File: src/rtl/msm_pkg.sv
// Shared definitions for the MSM bucket scheduler: ID width, PADD operand
// select encodings, run-control states and a small state helper.
package msm_pkg;

    localparam int ID_W = 4;

    localparam logic [2:0] SEL_A_RB  = 3'd0;
    localparam logic [2:0] SEL_A_BA  = 3'd1;
    localparam logic [2:0] SEL_A_BB  = 3'd2;
    localparam logic [2:0] SEL_A_BUB = 3'd3;

    localparam logic [2:0] SEL_B_RB  = 3'd0;
    localparam logic [2:0] SEL_B_PM  = 3'd1;
    localparam logic [2:0] SEL_B_BUB = 3'd2;

    typedef enum logic [2:0] {
        ST_IDLE  = 3'd0,
        ST_LOAD  = 3'd1,
        ST_RUN   = 3'd2,
        ST_DRAIN = 3'd3,
        ST_DONE  = 3'd4
    } state_e;

    function automatic logic can_issue(input state_e st);
        return (st == ST_RUN) || (st == ST_DRAIN);
    endfunction

endpackage

File: src/rtl/msm_id_scoreboard.sv
// In-flight bucket-ID scoreboard: one bit per ID, set on issue, cleared when
// the PADD result for that ID emerges; a same-cycle set of the same ID wins.
module msm_id_scoreboard
    import msm_pkg::*;
#(
    parameter int WIDTH_ID = ID_W
) (
    input  logic                       clk,
    input  logic                       rst_n,
    input  logic                       set_en,
    input  logic [WIDTH_ID-1:0]        set_id,
    input  logic                       clr_en,
    input  logic [WIDTH_ID-1:0]        clr_id,
    output logic [(1<<WIDTH_ID)-1:0]   bits,
    output logic [WIDTH_ID:0]          count,
    output logic                       empty
);

    localparam int DEPTH = 1 << WIDTH_ID;
    localparam int CW    = WIDTH_ID + 1;

    function automatic logic [CW-1:0] popcount(input logic [DEPTH-1:0] v);
        logic [CW-1:0] c;
        c = {CW{1'b0}};
        for (int i = 0; i < DEPTH; i++) begin
            c = c + CW'(v[i]);
        end
        return c;
    endfunction

    logic [DEPTH-1:0] bits_r;
    logic [DEPTH-1:0] set_mask_s;
    logic [DEPTH-1:0] clr_mask_s;
    logic [DEPTH-1:0] bits_next_s;
    logic [CW-1:0]    count_r;
    logic             empty_r;

    // Clear is applied before set so a coincident set of the same ID survives.
    assign set_mask_s  = set_en ? ({{(DEPTH-1){1'b0}}, 1'b1} << set_id) : {DEPTH{1'b0}};
    assign clr_mask_s  = clr_en ? ({{(DEPTH-1){1'b0}}, 1'b1} << clr_id) : {DEPTH{1'b0}};
    assign bits_next_s = (bits_r & ~clr_mask_s) | set_mask_s;

    // Occupancy vector with registered count and empty flag.
    always_ff @(posedge clk or negedge rst_n) begin
        if (!rst_n) begin
            bits_r  <= {DEPTH{1'b0}};
            count_r <= {CW{1'b0}};
            empty_r <= 1'b1;
        end else begin
            bits_r  <= bits_next_s;
            count_r <= popcount(bits_next_s);
            empty_r <= (bits_next_s == {DEPTH{1'b0}});
        end
    end

    assign bits  = bits_r;
    assign count = count_r;
    assign empty = empty_r;

endmodule

File: src/rtl/msm_bucket_sched.sv
// MSM bucket-accumulation scheduler: arbitrates point_mem and result_buffer
// heads into PADD issues, tracks in-flight IDs and sequences a run.
module msm_bucket_sched
    import msm_pkg::*;
#(
    parameter int WIDTH_ID     = ID_W,
    parameter int PADD_LATENCY = 21,
    parameter int RB_LAT       = 2,
    parameter int CNT_W        = 16
) (
    input  logic                clk,
    input  logic                rst_n,
    input  logic                start,
    input  logic                load_done,
    input  logic                src_done,
    input  logic                pm_vld,
    input  logic [WIDTH_ID-1:0] pm_id,
    input  logic                p_bucket_a,
    input  logic                rb_vld,
    input  logic [WIDTH_ID-1:0] rb_id,
    input  logic                r_bucket_b,
    output logic                load_start,
    output logic                msm_start,
    output logic                pm_pop,
    output logic                rb_r_req,
    output logic [2:0]          padd_in_a_sel,
    output logic [2:0]          padd_in_b_sel,
    output logic                padd_out_vld,
    output logic [WIDTH_ID-1:0] padd_out_id,
    output logic                busy,
    output logic                msm_done,
    output logic [CNT_W-1:0]    stall_cnt
);

    localparam int DEPTH = 1 << WIDTH_ID;
    localparam int QW    = $clog2(RB_LAT + 2);

    state_e                state_r;
    state_e                state_next_s;
    logic [QW-1:0]         quiet_cnt_r;
    logic [QW-1:0]         quiet_cnt_next_s;

    logic [DEPTH-1:0]      sb_bits_s;
    logic [WIDTH_ID:0]     sb_count_s;
    logic                  sb_empty_s;

    logic                  hp_s;
    logic                  hr_s;
    logic                  quiet_s;
    logic [2:0]            a_sel_s;
    logic [2:0]            b_sel_s;
    logic                  pm_pop_s;
    logic                  rb_pop_s;
    logic                  issue_s;
    logic [WIDTH_ID-1:0]   issue_id_s;
    logic                  stall_s;

    logic                  issue_vld_r;
    logic [WIDTH_ID-1:0]   issue_id_r;
    logic [PADD_LATENCY-1:0] pipe_vld_r;
    logic [WIDTH_ID-1:0]   pipe_id_r [PADD_LATENCY];

    logic                  load_start_r;
    logic                  msm_start_r;
    logic                  pm_pop_r;
    logic                  rb_pop_r;
    logic [2:0]            a_sel_r;
    logic [2:0]            b_sel_r;
    logic                  busy_r;
    logic                  msm_done_r;
    logic [CNT_W-1:0]      stall_cnt_r;

    msm_id_scoreboard #(
        .WIDTH_ID (WIDTH_ID)
    ) u_sb (
        .clk    (clk),
        .rst_n  (rst_n),
        .set_en (issue_s),
        .set_id (issue_id_s),
        .clr_en (pipe_vld_r[PADD_LATENCY-1]),
        .clr_id (pipe_id_r[PADD_LATENCY-1]),
        .bits   (sb_bits_s),
        .count  (sb_count_s),
        .empty  (sb_empty_s)
    );

    assign hp_s = pm_vld & sb_bits_s[pm_id];
    assign hr_s = rb_vld & sb_bits_s[rb_id];

    // Both occupancy views must agree the scoreboard is empty before draining.
    assign quiet_s = !pm_vld && !rb_vld && sb_empty_s && (sb_count_s == {(WIDTH_ID+1){1'b0}})
                     && !issue_vld_r && (pipe_vld_r == {PADD_LATENCY{1'b0}});

    // Issue arbitration: first matching rule wins.
    always_comb begin
        a_sel_s    = SEL_A_BUB;
        b_sel_s    = SEL_B_BUB;
        pm_pop_s   = 1'b0;
        rb_pop_s   = 1'b0;
        issue_s    = 1'b0;
        issue_id_s = {WIDTH_ID{1'b0}};
        stall_s    = 1'b0;
        if (can_issue(state_r)) begin
            if (pm_vld && rb_vld && (pm_id == rb_id) && !hp_s && !hr_s) begin
                a_sel_s    = SEL_A_RB;
                b_sel_s    = SEL_B_PM;
                pm_pop_s   = 1'b1;
                rb_pop_s   = 1'b1;
                issue_s    = 1'b1;
                issue_id_s = pm_id;
            end else if (pm_vld && !hp_s && p_bucket_a) begin
                a_sel_s    = SEL_A_BA;
                b_sel_s    = SEL_B_PM;
                pm_pop_s   = 1'b1;
                issue_s    = 1'b1;
                issue_id_s = pm_id;
            end else if (rb_vld && !hr_s && r_bucket_b) begin
                a_sel_s    = SEL_A_BB;
                b_sel_s    = SEL_B_RB;
                rb_pop_s   = 1'b1;
                issue_s    = 1'b1;
                issue_id_s = rb_id;
            end else if (pm_vld && !hp_s) begin
                pm_pop_s   = 1'b1;
            end else if (rb_vld && !hr_s) begin
                rb_pop_s   = 1'b1;
            end else begin
                stall_s    = hp_s | hr_s;
            end
        end else begin
            stall_s = 1'b0;
        end
    end

    // Run-control next state and drain quiet-cycle counter.
    always_comb begin
        state_next_s     = state_r;
        quiet_cnt_next_s = quiet_cnt_r;
        case (state_r)
            ST_IDLE: begin
                quiet_cnt_next_s = {QW{1'b0}};
                if (start) begin
                    state_next_s = ST_LOAD;
                end else begin
                    state_next_s = ST_IDLE;
                end
            end
            ST_LOAD: begin
                if (load_done) begin
                    state_next_s = ST_RUN;
                end else begin
                    state_next_s = ST_LOAD;
                end
            end
            ST_RUN: begin
                quiet_cnt_next_s = {QW{1'b0}};
                if (src_done) begin
                    state_next_s = ST_DRAIN;
                end else begin
                    state_next_s = ST_RUN;
                end
            end
            ST_DRAIN: begin
                if (!quiet_s) begin
                    quiet_cnt_next_s = {QW{1'b0}};
                end else if (quiet_cnt_r == QW'(RB_LAT)) begin
                    quiet_cnt_next_s = {QW{1'b0}};
                    state_next_s     = ST_DONE;
                end else begin
                    quiet_cnt_next_s = quiet_cnt_r + {{(QW-1){1'b0}}, 1'b1};
                end
            end
            ST_DONE: begin
                state_next_s = ST_IDLE;
            end
            default: begin
                state_next_s     = ST_IDLE;
                quiet_cnt_next_s = {QW{1'b0}};
            end
        endcase
    end

    // State register.
    always_ff @(posedge clk or negedge rst_n) begin
        if (!rst_n) begin
            state_r     <= ST_IDLE;
            quiet_cnt_r <= {QW{1'b0}};
        end else begin
            state_r     <= state_next_s;
            quiet_cnt_r <= quiet_cnt_next_s;
        end
    end

    // Registered decision, issue stage and in-flight ID pipe.
    always_ff @(posedge clk or negedge rst_n) begin
        if (!rst_n) begin
            pm_pop_r    <= 1'b0;
            rb_pop_r    <= 1'b0;
            a_sel_r     <= SEL_A_BUB;
            b_sel_r     <= SEL_B_BUB;
            issue_vld_r <= 1'b0;
            issue_id_r  <= {WIDTH_ID{1'b0}};
            pipe_vld_r  <= {PADD_LATENCY{1'b0}};
            for (int i = 0; i < PADD_LATENCY; i++) begin
                pipe_id_r[i] <= {WIDTH_ID{1'b0}};
            end
        end else begin
            pm_pop_r     <= pm_pop_s;
            rb_pop_r     <= rb_pop_s;
            a_sel_r      <= a_sel_s;
            b_sel_r      <= b_sel_s;
            issue_vld_r  <= issue_s;
            issue_id_r   <= issue_id_s;
            pipe_vld_r   <= {pipe_vld_r[PADD_LATENCY-2:0], issue_vld_r};
            pipe_id_r[0] <= issue_id_r;
            for (int i = 1; i < PADD_LATENCY; i++) begin
                pipe_id_r[i] <= pipe_id_r[i-1];
            end
        end
    end

    // Handshake delays, status flags and saturating stall counter.
    always_ff @(posedge clk or negedge rst_n) begin
        if (!rst_n) begin
            load_start_r <= 1'b0;
            msm_start_r  <= 1'b0;
            busy_r       <= 1'b0;
            msm_done_r   <= 1'b0;
            stall_cnt_r  <= {CNT_W{1'b0}};
        end else begin
            load_start_r <= start;
            msm_start_r  <= load_done;
            busy_r       <= (state_next_s != ST_IDLE);
            msm_done_r   <= (state_next_s == ST_DONE);
            if ((state_r == ST_IDLE) && start) begin
                stall_cnt_r <= {CNT_W{1'b0}};
            end else if (stall_s && (stall_cnt_r != {CNT_W{1'b1}})) begin
                stall_cnt_r <= stall_cnt_r + {{(CNT_W-1){1'b0}}, 1'b1};
            end else begin
                stall_cnt_r <= stall_cnt_r;
            end
        end
    end

    assign load_start    = load_start_r;
    assign msm_start     = msm_start_r;
    assign pm_pop        = pm_pop_r;
    assign rb_r_req      = rb_pop_r;
    assign padd_in_a_sel = a_sel_r;
    assign padd_in_b_sel = b_sel_r;
    assign padd_out_vld  = pipe_vld_r[PADD_LATENCY-1];
    assign padd_out_id   = pipe_id_r[PADD_LATENCY-1];
    assign busy          = busy_r;
    assign msm_done      = msm_done_r;
    assign stall_cnt     = stall_cnt_r;

endmodule
File: config.mk
export PLATFORM = sky130hd
export DESIGN_NAME = msm_bucket_sched
export DESIGN_NICKNAME = d
export VERILOG_FILES = /design/src/rtl/msm_pkg.sv /design/src/rtl/msm_id_scoreboard.sv /design/src/rtl/msm_bucket_sched.sv
export SDC_FILE = /design/constraint.sdc
export NUM_CORES = 1
export LEC_CHECK = 0
export BUFFER_PORTS_ARGS = -buffer_cell sky130_fd_sc_hd__buf_2
export CAP_MARGIN = 10
export CORE_MARGIN = 1
export CORE_UTILIZATION = 23
export CTS_CLUSTER_DIAMETER = 50
export DETAILED_ROUTE_END_ITERATION = 10
export MAX_ROUTING_LAYER = met4
export PLACE_DENSITY = 0.46
export SYNTH_ARGS = -nofsm -noshare
export SYNTH_HDL_FRONTEND = slang
export SYNTH_SLANG_ARGS = --single-unit
File: constraint.sdc
create_clock -name clk -period 5.9 [get_ports clk]
set_input_delay 1.475 -clock clk [delete_from_list [all_inputs] [get_ports clk]]
set_output_delay 1.475 -clock clk [all_outputs]
set_load 0.05 [all_outputs]
==> impl_metrics.tcl, run 1 <==
set metrics [dict create \
    status "complete, but fails checks" \
    violations "setup timing" \
    max_cap_viol_count 0 \
    drt_iter0_drc 294 \
    vias 4141 \
    clkLatencyLatePin_ps 420 \
    critPathMaxFanout 6 \
    yosysMostFrequentCell "dfrtp_1" \
    holdBufCountCts 0 \
    ys.flop_type "dfrtp_1" \
    setup_ws_ps -408.4 \
    fmax_mhz 158.5 \
    synth_commonest_cells "dfrtp_1 (159), nor2_1 (41), o21ai_0 (26), inv_1 (21), nand2_1 (17)" \
    critPathRequiredTime_ps 6210 \
    first_global_vias 4402 \
    netlist_instances 484 \
    grt_start_max_net_pins 98 \
    h-tree-depth 4 \
    fillers 2718 \
    drc 0 \
    report.final.setup_viol 5 \
    ys_ff_latch 163 \
    relSlewSlack_pct 40.05 \
    critPathKind "in2reg" \
    fin_skew_ps 10.27 \
    synth_area_per_cell_um2 13.18 \
    wl_met2_um 7235 \
    ir_drop_v 0.0002706 \
    power_density_nw_per_um2 419.5 \
    worst_slew_pin_slew_ps 899.2 \
    wl_met3_um 623 \
    grt_antenna_before_repair 1 \
    initial_core_util_pct 23.54 \
    crit_arrival_ps 6610 \
    ys_seq_area_share_pct 64.03 \
    fin_crit_ps 6308 \
    portBuffers 47 \
    die_area_um2 28400 \
    top_layer_used "met4" \
    yosysUniqueCellTypes 70 \
    ios 50 \
    ys_top_cells_by_area "dfrtp_1 (62%), fa_1 (3.1%), nor2_1 (2.4%)" \
    die_y_um 168.5 \
    dp_hpwl_um 11070 \
    async_reset_ff_share_pct 100.0 \
    wl_per_cell_um 15.92 \
    drt_pass1_iterations 4 \
    clkSinkCount 163 \
    synth_edf_count 0 \
    syn_to_final_growth_pct 30.03 \
    finalWeightedCongestion 0.8655 \
    rsz0062_at_grt "yes" \
    leakage_nw 3.807 \
    nNetsFinal 627 \
    path_clk_slew_ps 70 \
    grt_pass1_wl_um 25260 \
    utilization_pct 30.60 \
    grtUsageTotal_pct 12.12 \
    wl_met1_um 7581 \
    cts_made_buffers 17 \
    die_w_um 168.5 \
    antenna_cells 0 \
    viasPerCell 4.238 \
    hold_path_class "reg2reg" \
    core_um2 27100 \
    critPathCaptureType "register" \
    cts_tree "built" \
    rows 60 \
    ant_nets 0 \
    cts_buffer_depth 2 \
    drive_above_1_share_pct 31.40 \
    synth_top_cell_by_area "dfrtp_1" \
    startpoint_type "primary input" \
    min_period_over_period_pct 106.9 \
    pre_cts_ws_ps -1102 \
    routed_wl_um 15550 \
    hold_viol 0 \
    cts_root_buffer "clkbuf_16" \
    final_max_slew_viol_count 0 \
    yosysWarnings 0 \
    synth_top_area_share_pct 62.38 \
    syn_area_um2 6379 \
    grt_overflow 0 \
]
-- power by group --
group          internal, mW  leakage (nW)  switching (mW)  total [mW]
registers              1.25          2.11          0.0908        1.34
logic                 0.348          1.36           0.505       0.854
clock network         0.814         0.338           0.471        1.28
-- stage by stage --
step           TNS [ps]  cells  area (um2)  hold slack (ps)  power (mW)
3_3_place_gp      -4459    942        7458            331.5       2.151
5_1_grt           -2277    977        8294            349.8       3.687
4_1_cts           -1382    977        8265            345.0       3.515
2_1_floorplan     -2915    485        6420            331.2       1.879
6_report          -1434    977        8294            342.1       3.479
3_5_place_dp      -4934    942        7458            334.7       2.164
-- logic make-up after synthesis --
logic type | count (synthesis) | share of synthesized area [%]
AOI/OAI and AO/OA | 85 | 10.24
xor gates and xnor gates | 21 | 2.884
adders and majority gates | 18 | 4.708
buffers and inverters | 42 | 3.119
DFF | 163 | 64.03
muxes | 13 | 3.178
other | 1 | 0.05879
and+or+nand+nor | 141 | 11.79
-- worst paths after layout --
path	start	slack, ps	endpoint	cells after the start
max	pm_id[1]	-410	u_sb.count[4]	21
min	pipe_id_r[16]	340	pipe_id_r[12]	0
max reg2reg	u_sb.bits[10]	320	u_sb.count[4]	19
min reg2reg	pipe_id_r[16]	340	pipe_id_r[12]	0
max in group asynchronous	rst_n	3720	pipe_id_r[82]	2
min in group asynchronous	rst_n	1150	pipe_id_r[17]	1
-- layout by cell type (no fill, tap or decap), types with 5 or more instances in the layout --
cell type | Yosys | routed
nand4_1 | 8 | 8
nor2_1 | 41 | 37
nor3_1 | 7 | 6
mux2i_1 | 6 | 6
xnor2_1 | 6 | 6
o21a_1 | 6 | 6
bufinv_16 | 0 | 6
xor2_1 | 15 | 15
nand3_1 | 16 | 16
dfrtp_1 | 159 | 159
nor4_1 | 6 | 6
buf_4 | 8 | 61
clkbuf_16 | 0 | 17
o21ai_0 | 26 | 25
and3_1 | 6 | 6
o31ai_1 | 6 | 6
buf_2 | 3 | 44
o211ai_1 | 5 | 5
fa_1 | 10 | 8
nor2b_1 | 5 | 5
nand2_1 | 17 | 15
ha_1 | 8 | 8
nand2b_1 | 8 | 8
inv_1 | 21 | 18
-- what timing repair did --
action                     CTS  global route
setup buffers                3             0
resized for setup           22             6
setup endpoints to repair    5             5
pin swaps                    6             6
-- metal layers --
layer	track usage (%)	vias up
met3	3.227	8
met4	2.964	0
met2	18.00	80
met1	16.41	2139
met5	-	-
li1	-	1914
-- worst max-delay path: stages --
cell       delay, ps
buf_8             80
buf_4            140
mux4_1           600
o2bb2ai_4        170
o21ai_4           90
o211a_4          270
a2111oi_4        240
a41oi_4          110
o31ai_4          260
ha_1             280
fa_1             510
fa_1             440
fa_1             510
inv_2             40
fa_1             470
inv_1             50
fa_2             350
inv_2             80
fa_2             210
nor2b_1           50
o21a_1           170
-- flip-flops by register name, indices dropped and copies added (netlist names), 2 cells and up --
name / count
pipe_id_r: 80
pipe_vld_r: 21
stall_cnt: 16
u_sb.bits: 16
u_sb.count: 5
issue_id_r: 4
padd_out_id: 4
state_r: 3
padd_in_a_sel: 2
padd_in_b_sel: 2
quiet_cnt_r: 2
-- area by class of cell --
cell class | instances | area (um2) | area share (%)
Clock buffer | 18 | 439.2 | 5.295
Clock inverter | 14 | 245.2 | 2.957
Inverter | 21 | 78.83 | 0.9504
Multi-Input combinational cell | 280 | 2246 | 27.08
Sequential cell | 163 | 4084 | 49.24
Tap cell | 372 | 465.4 | 5.612
Timing Repair Buffer | 109 | 735.7 | 8.870
Power figures use the tool's default switching activity.
==> run 2, diff against run 1 <==
Settings changed: SKIP_CTS_REPAIR_TIMING set to 1.
==> run 2 against run 1 <==
Against the previous run:
- the run still ends with setup timing left
- final area down 0.63%
- critical path depth decreased by 1
- die area unchanged
- register-to-register slack about the same
- routed wire length shrank 0.47%
- clock power is essentially flat
- via count is 0.22% lower
- largest power group unchanged
==> impl_metrics.tcl, run 2 (synthesis gave the netlist of run 1 again) <==
set metrics [dict create \
    status "complete, but fails checks" \
    violations "setup timing" \
    fin_crit_ps 6324 \
    startpoint_type "primary input" \
    largest_registers "pipe_id_r (80), pipe_vld_r (21)" \
    largest_register "pipe_id_r" \
    grt_antenna_before_repair 1 \
    fillers 2737 \
    grtUsageTotal_pct 12.02 \
    leakage_nw 3.783 \
    holdPathStages 0 \
    core_um2 27100 \
    report.final.setup_viol 5 \
    crit_chain "buf_8, mux4_2, a221oi_4, o21a_1, buf_12, nand2_1, a31oi_2, nor3_1, or2_2, fa_1, fa_1, fa_1, inv_2, fa_1, inv_1, fa_2, inv_2, fa_2, nor2b_1, o21a_1" \
    first_global_vias 4337 \
    critPathCaptureType "register" \
    rsz0062_at_grt "yes" \
    grt_start_max_net_pins 98 \
    path_clk_slew_ps 60 \
    setup_ws_ps -424.1 \
    cts_tree "built" \
    power_mw 3.470 \
    critPathRequiredTime_ps 6200 \
    die_w_um 168.5 \
    cts_buffer_depth 2 \
    cts_made_buffers 17 \
    largest_reg_flops 80 \
    initial_core_util_pct 23.54 \
    wl_per_cell_um 15.89 \
    syn_to_final_growth_pct 29.21 \
    dp_hpwl_um 11070 \
    routed_wl_um 15480 \
    hold_path_class "reg2reg" \
    drive_above_1_share_pct 30.56 \
    critPathMaxFanout 6 \
    critPathKind "in2reg" \
    drt_iter0_drc 220 \
    pre_cts_ws_ps -1102 \
    viasPerCell 4.242 \
    cts_root_buffer "clkbuf_16" \
    multiInputGateArea_um2 2218 \
    critPathSlowestCell "fa_1" \
    ir_drop_v 0.0002703 \
    grt_overflow 0 \
    nNetsFinal 624 \
    relSlewSlack_pct 39.72 \
    power_density_nw_per_um2 421.0 \
    h-tree-depth 4 \
    ant_nets 0 \
    grt_pass1_wl_um 25050 \
    crit_arrival_ps 6630 \
    regArea_um2 4084 \
    rows 60 \
    r2r_cells 19 \
    cp_slowest_stage_delay_ps 570 \
    drc 0 \
    final_common_cell "dfrtp_1" \
    fmax_mhz 158.1 \
    ios 50 \
    worst_slew_pin_slew_ps 904.3 \
    die_area_um2 28400 \
    drt_pass1_iterations 4 \
    antenna_cells 0 \
    fin_skew_ps 10.18 \
    clkSinkCount 163 \
    path_common_cell "fa_1" \
    max_cap_viol_count 0 \
    clkLatencyLatePin_ps 420 \
    finalWeightedCongestion 0.8655 \
    portBuffers 47 \
    hold_viol 0 \
    vias 4132 \
    die_y_um 168.5 \
    min_period_over_period_pct 107.2 \
    final_max_slew_viol_count 0 \
    layout_common_cells "dfrtp_1 (159), buf_4 (57), buf_2 (45), nor2_1 (37), o21ai_0 (25)" \
]
run 2: changes by cell type in the layout (fill, tap and decap cells not counted), sizes merged:
| cell | before | now |
|---|---|---|
| buf | 109 | 106 |
run 2: worst paths after layout:
| kind | to | start | slack [ps] |
|---|---|---|---|
| max | u_sb.count[4] | pm_id[1] | -420 |
| min in group asynchronous | pipe_id_r[17] | rst_n | 1150 |
| min reg2reg | pipe_id_r[12] | pipe_id_r[16] | 340 |
| max in group asynchronous | pipe_id_r[82] | rst_n | 3720 |
| max reg2reg | u_sb.count[4] | u_sb.bits[10] | 310 |
| min | pipe_id_r[12] | pipe_id_r[16] | 340 |
run 2: area by class of cell:
| cell class | count | area share [%] |
|---|---|---|
| flip-flops and latches | 163 | 49.55 |
| multi-input cells | 280 | 26.92 |
| repair buffers | 106 | 8.623 |
| well taps | 372 | 5.647 |
| clock buffers | 18 | 5.329 |
| clock inverters | 14 | 2.976 |
| inverters | 21 | 0.9564 |
run 2: report_power, final:
part           switching, mW  total (mW)  internal (mW)
sequential            0.0903        1.34           1.25
combinational          0.501       0.843          0.342
clock                  0.472        1.29          0.814
total                   1.06        3.47           2.41
run 2: metal layers:
| layer | global-route usage, % | routed length, um |
|---|---|---|
| met1 | 16.49 | 7528 |
| met2 | 17.59 | 7182 |
| met3 | 3.227 | 677 |
| met4 | 2.885 | 91 |
| met5 | - | 0 |
run 2: through the flow:
step	instances	TNS (ps)	hold slack, ps	instance area [um2]	util, %
after floorplan	485	-2915	331.2	6420	-
after global placement	942	-4459	331.5	7458	27.52
after detailed placement	942	-4934	334.7	7458	27.52
after CTS	974	-2735	345.0	8143	30.05
after global routing	974	-2484	349.8	8242	30.41
final	974	-1513	342.4	8242	30.41
run 2: worst max-delay path: cells and delay by family:
kind | cells | cell delay (ps)
AO/OA/AOI/OAI | 4 | 1120
adder cells (fa/ha/maj) | 6 | 2550
buffers and inverters | 5 | 380
multiplexers | 1 | 520
AND/OR/NAND/NOR | 4 | 560
